### src/rtl/fifo_wr_arbiter.sv
// fifo_wr_arbiter: round-robin burst arbiter sharing one FIFO write port among NUM_REQ producers.
// Rev 1.0
`default_nettype none

module fifo_wr_arbiter #(
  parameter int NUM_REQ    = 4,
  parameter int DATA_WIDTH = 8,
  parameter int MAX_BURST  = 8
) (
  input  logic                          clk,
  input  logic                          rst,
  input  logic [NUM_REQ-1:0]            req_i,
  input  logic [NUM_REQ-1:0]            last_i,
  input  logic [NUM_REQ*DATA_WIDTH-1:0] data_i,
  output logic [NUM_REQ-1:0]            ack_o,
  output logic [NUM_REQ-1:0]            grant_o,
  output logic                          busy_o,
  input  logic                          fifo_full_i,
  output logic                          fifo_wr_en_o,
  output logic [DATA_WIDTH-1:0]         fifo_data_o
);

  localparam int                IDX_W    = (NUM_REQ > 1) ? $clog2(NUM_REQ) : 1;
  localparam int                BEAT_W   = $clog2(MAX_BURST) + 1;
  localparam logic [IDX_W-1:0]  OWN_RST  = IDX_W'(NUM_REQ - 1);
  localparam logic [BEAT_W-1:0] BEAT_END = BEAT_W'(MAX_BURST - 1);

  typedef enum logic [0:0] {
    IDLE  = 1'b0,
    BURST = 1'b1
  } state_t;

  state_t              state_q, state_d;
  logic [NUM_REQ-1:0]  grant_q, grant_d;
  logic [IDX_W-1:0]    owner_q, owner_d;
  logic [BEAT_W-1:0]   beat_q, beat_d;

  logic [DATA_WIDTH-1:0] data_arr [NUM_REQ];
  logic [IDX_W-1:0]      sel;
  logic                  sel_vld;
  logic                  busy;
  logic                  accept;
  logic                  burst_end;

  generate
    for (genvar k = 0; k < NUM_REQ; k++) begin : g_unpack
      assign data_arr[k] = data_i[k*DATA_WIDTH +: DATA_WIDTH];
    end
  endgenerate

  // Scan downward so the nearest requester after the previous owner wins;
  // owner_q doubles as last_owner since it persists through IDLE.
  always_comb begin
    sel     = '0;
    sel_vld = 1'b0;
    for (int i = NUM_REQ; i >= 1; i--) begin
      if (req_i[(int'(owner_q) + i) % NUM_REQ]) begin
        sel     = IDX_W'((int'(owner_q) + i) % NUM_REQ);
        sel_vld = 1'b1;
      end
    end
  end

  assign busy      = (state_q == BURST);
  assign accept    = busy & req_i[owner_q] & ~fifo_full_i;
  assign burst_end = accept & (last_i[owner_q] | (beat_q == BEAT_END));

  assign busy_o       = busy;
  assign grant_o      = grant_q;
  assign fifo_wr_en_o = accept;
  assign ack_o        = accept ? grant_q : '0;
  assign fifo_data_o  = busy ? data_arr[owner_q] : '0;

  always_comb begin
    state_d = state_q;
    grant_d = grant_q;
    owner_d = owner_q;
    beat_d  = beat_q;
    case (state_q)
      IDLE: begin
        if (sel_vld) begin
          state_d      = BURST;
          grant_d      = '0;
          grant_d[sel] = 1'b1;
          owner_d      = sel;
          beat_d       = '0;
        end
      end
      BURST: begin
        if (!req_i[owner_q] || burst_end) begin
          state_d = IDLE;
          grant_d = '0;
          beat_d  = '0;
        end else if (accept) begin
          beat_d = beat_q + 1'b1;
        end
      end
      default: begin
        state_d = IDLE;
        grant_d = '0;
      end
    endcase
  end

  always_ff @(posedge clk or negedge rst) begin
    if (!rst) begin
      state_q <= IDLE;
      grant_q <= '0;
      owner_q <= OWN_RST;
      beat_q  <= '0;
    end else begin
      state_q <= state_d;
      grant_q <= grant_d;
      owner_q <= owner_d;
      beat_q  <= beat_d;
    end
  end

endmodule

`default_nettype wire
### config.mk
export PLATFORM = sky130hd
export DESIGN_NAME = fifo_wr_arbiter
export DESIGN_NICKNAME = d
export VERILOG_FILES = /design/src/rtl/fifo_wr_arbiter.sv
export SDC_FILE = /design/constraint.sdc
export NUM_CORES = 1
export LEC_CHECK = 0
export CAP_MARGIN = 25
export CELL_PAD_IN_SITES_DETAIL_PLACEMENT = 1
export CELL_PAD_IN_SITES_GLOBAL_PLACEMENT = 2
export CORE_MARGIN = 4
export CORE_UTILIZATION = 18
export CTS_BUF_LIST = sky130_fd_sc_hd__clkbuf_4 sky130_fd_sc_hd__clkbuf_8 sky130_fd_sc_hd__clkbuf_16
export DETAILED_ROUTE_END_ITERATION = 8
export PLACE_DENSITY = 0.73
export SETUP_SLACK_MARGIN = 0.1
export SYNTH_ARGS = -nofsm -noshare
export SYNTH_HDL_FRONTEND = slang
export SYNTH_SLANG_ARGS = --single-unit
### constraint.sdc
create_clock -name clk -period 1.8 [get_ports clk]
set_input_delay 0.36 -clock clk [delete_from_list [all_inputs] [get_ports clk]]
set_output_delay 0.36 -clock clk [all_outputs]
set_load 0.05 [all_outputs]
==> impl_metrics.tcl <==
set metrics [dict create \
    cell_internal_pwr_mw 1.87 \
    nets 215 \
    worstPathCellList "buf_12 > mux4_2 > and2_4 > buf_8" \
    detailedPlace.worstSlack_ns -0.319 \
    fp.dieW_um 81.0 \
    via_count_of_the_first_global_routing_pass 1263 \
    synth.yosys.seq_area_share_pct 29.0 \
    number_of_clock_buffers_inserted_by_tritoncts 3 \
    synth.distinct_cells 37 \
    yosys_warnings 0 \
    post_cts_clock_slew_at_the_launch_and_capture_registers_of_the_worst_setup_and_hold_paths_ns 0.05 \
    peakVddDrop_mv 0.639 \
    boundaryPins 61 \
    timing.final.setup_violations 21 \
    startpoint "owner_q[0]" \
    power_density_nw_per_um2 1640 \
    register_area_sq_um 279 \
    ys_ff_latch 11 \
    fin_worst_skew_ns 0.00538 \
    grt_setup_unrepaired "yes" \
    critical_path_required_ns 1.44 \
    timing_worst_slew_pin_value_ns 0.539 \
    fp-row-count 26 \
    cts_buffer_depth 2 \
    antenna_found_initial 0 \
    crit_slowest_cell "dfstp_2" \
    p_seq_share_pct 13.3 \
    p_sw_mw 1.57 \
    n_fill_cell 574 \
    drt_iter0_drcs 18 \
    postRouteWirelength_mm 4.03 \
    cell_type_group_with_the_largest_total_delay_on_the_critical_path "flip-flops" \
    crit_fanout 8 \
    layout_common_cells "clkdlybuf4s50_1 (40), buf_4 (17), and2_4 (10), buf_12 (10), mux4_2 (9)" \
    setup.worst_path.start_class "flop" \
    critical_path_arrival_ns 1.77 \
    first_pass_grt_wire_length_mm 6.52 \
    finalMaxSlewViolations 0 \
    crit_buf_inv 2 \
    critical_path.reg2reg.startpoint "owner_q[0]" \
    drtPass1Iterations 4 \
    fp.coreArea_sq_um 5140 \
    clock_power_share_pct 7.7 \
    cap_viol_max_count 0 \
    mappedNetlistArea_sq_um 958 \
    worstSetupPathType "reg -> out" \
    worst_skew_pair.late_latency_ns 0.24 \
    io_buffer_count 60 \
    comb_power_share_pct 79.0 \
    max_freq_ghz 0.469 \
    routed_via_density 4.58 \
    cts.sinks 11 \
    vias 1100 \
    max_stage_delay_ns 0.58 \
    outcome "finished, violations left" \
    reg2reg_slack_ns -0.21 \
    maximum_number_of_pins_on_one_net_before_global_route_repair 12 \
    worst_setup_path_end_kind "output pin" \
    max-slew-margin-rel_pct 64.0 \
    syn_to_final_growth_pct 119 \
    cts_max_level 1 \
    postSynthNetCount 136 \
    finalWorstSetupSlack_ns -0.333 \
    syn_inst 92 \
    multi_input_area_sq_um 769 \
    drt.antenna.violating_nets 0 \
    die_area_sq_um 6560 \
    timing_hold_violations_final 0 \
    violations "setup timing" \
    drt-wirelength-per-cell_um 16.8 \
    power.static_leakage_nw 0.860 \
    period_share_pct 119 \
    clock_tree_from_tritoncts "built" \
    drt_drc_violations_left 0 \
    power_switching_share_pct 45.6 \
    grt.total_usage_pct 12.7 \
    place_congestion 0.816 \
    cts.root.buffer_cell "clkbuf_8" \
    share_of_layout_cells_above_drive_strength_1_pct 47.6 \
    mostFrequentLayoutCell "clkdlybuf4s50_1" \
    die_y_um 81.0 \
    hpwl_after_detailed_placement_mm 3.21 \
    initial_utilization_pct 18.6 \
    post-route-min-period_ns 2.13 \
    diodes 0 \
    holdCritPathClass "in -> async" \
    post_synthesis_mean_instance_area_sq_um 10.4 \
    grt_overflow_total 0 \
    fin_hold_ws_ns 0.475 \
]
## state kept, by name, indices dropped and copies added, names as in the netlist
| name | flops |
|---|---|
| beat_q | 4 |
| owner_q | 2 |
| grant_o | 4 |
| busy_o | 1 |
## path summary, 6_finish.rpt
check,endpoint,depth (start not counted)
setup reg to reg,beat_q[1],5
min in group clk,grant_o[1],1
max in group asynchronous,busy_o,1
hold reg to reg,grant_o[1],1
setup / recovery,fifo_data_o[5],4
hold / removal,beat_q[2],1
## power by group through the flow
stage | combinational [mW] | clock [mW] | sequential (mW)
after detailed placement | 2.33 | 0 | 0.463
after CTS | 2.68 | 0.271 | 0.460
final | 2.72 | 0.265 | 0.459
after floorplan | 1.38 | 0 | 0.588
after global placement | 2.28 | 0 | 0.458
after global routing | 2.87 | 0.281 | 0.473
## timing repair
action | in CTS | in global routing
hold buffers | 0 | 0
cloned | 0 | 0
pin swaps | 20 | 1
endpoints found under the setup margin | 22 | 24
resized for setup | 28 | 6
setup buffers | 5 | 2
## synthesized netlist by cell type
library cell,number,area [sq um]
and2_1,10,62.6
dfrtp_1,9,225
mux4_2,9,203
nand2_1,6,22.5
nor3_1,5,25.0
inv_1,4,15.0
nand2b_1,4,25.0
nor2_1,4,15.0
a32o_1,3,30.0
clkbuf_1,3,11.3
o21ai_0,3,15.0
a21o_1,2,15.0
a21oi_1,2,10.0
a221o_1,2,20.0
dfstp_2,2,52.6
mux2i_1,2,20.0
o32ai_1,2,17.5
a211o_1,1,8.76
a211oi_1,1,7.51
a22o_1,1,8.76
and2b_1,1,7.51
and3b_1,1,8.76
buf_2,1,5.00
buf_4,1,7.51
buf_6,1,11.3
ha_1,1,12.5
nand3_1,1,5.00
nor2b_1,1,6.26
nor4_1,1,6.26
nor4_4,1,21.3
nor4b_1,1,8.76
o211ai_1,1,7.51
o21bai_2,1,11.3
o221ai_1,1,8.76
o22a_1,1,8.76
o22ai_1,1,6.26
or2_2,1,6.26
## stage by stage
step                      utilization [%]  setup TNS, ns  total power, mW  instances  instance area, sq um
final                                40.9          -5.10             3.44        240                  2100
after global routing                 40.9          -6.57             3.63        240                  2100
after CTS                            40.1          -5.40             3.41        238                  2060
after detailed placement             36.3          -4.56             2.79        230                  1870
after global placement               36.3          -3.81             2.74        230                  1870
after floorplan                         -          -1.03             1.97         92                  1030
## cells by family after synthesis
| family | synth area share (%) |
|---|---|
| compound gates | 18.3 |
| fa+ha+maj | 1.31 |
| buf+inv | 5.22 |
| flops | 29.0 |
| mux | 23.2 |
| simple gates | 23.0 |
## layer usage
layer	vias to the layer above	wire length (um)	GRT usage, %
met1	535	1420	13.0
met2	50	2150	24.7
li1	513	-	-
met4	0	16	1.52
met3	2	447	4.77
met5	-	0	0
## layout make-up
| class | instances | area share, % |
|---|---|---|
| Sequential cell | 11 | 13.3 |
| Multi-Input combinational cell | 71 | 36.6 |
| Clock buffer | 4 | 2.32 |
| Inverter | 4 | 0.714 |
| Timing Repair Buffer | 80 | 43.0 |
| Tap cell | 70 | 4.16 |
No activity file was read; power rests on OpenSTA's default activity.
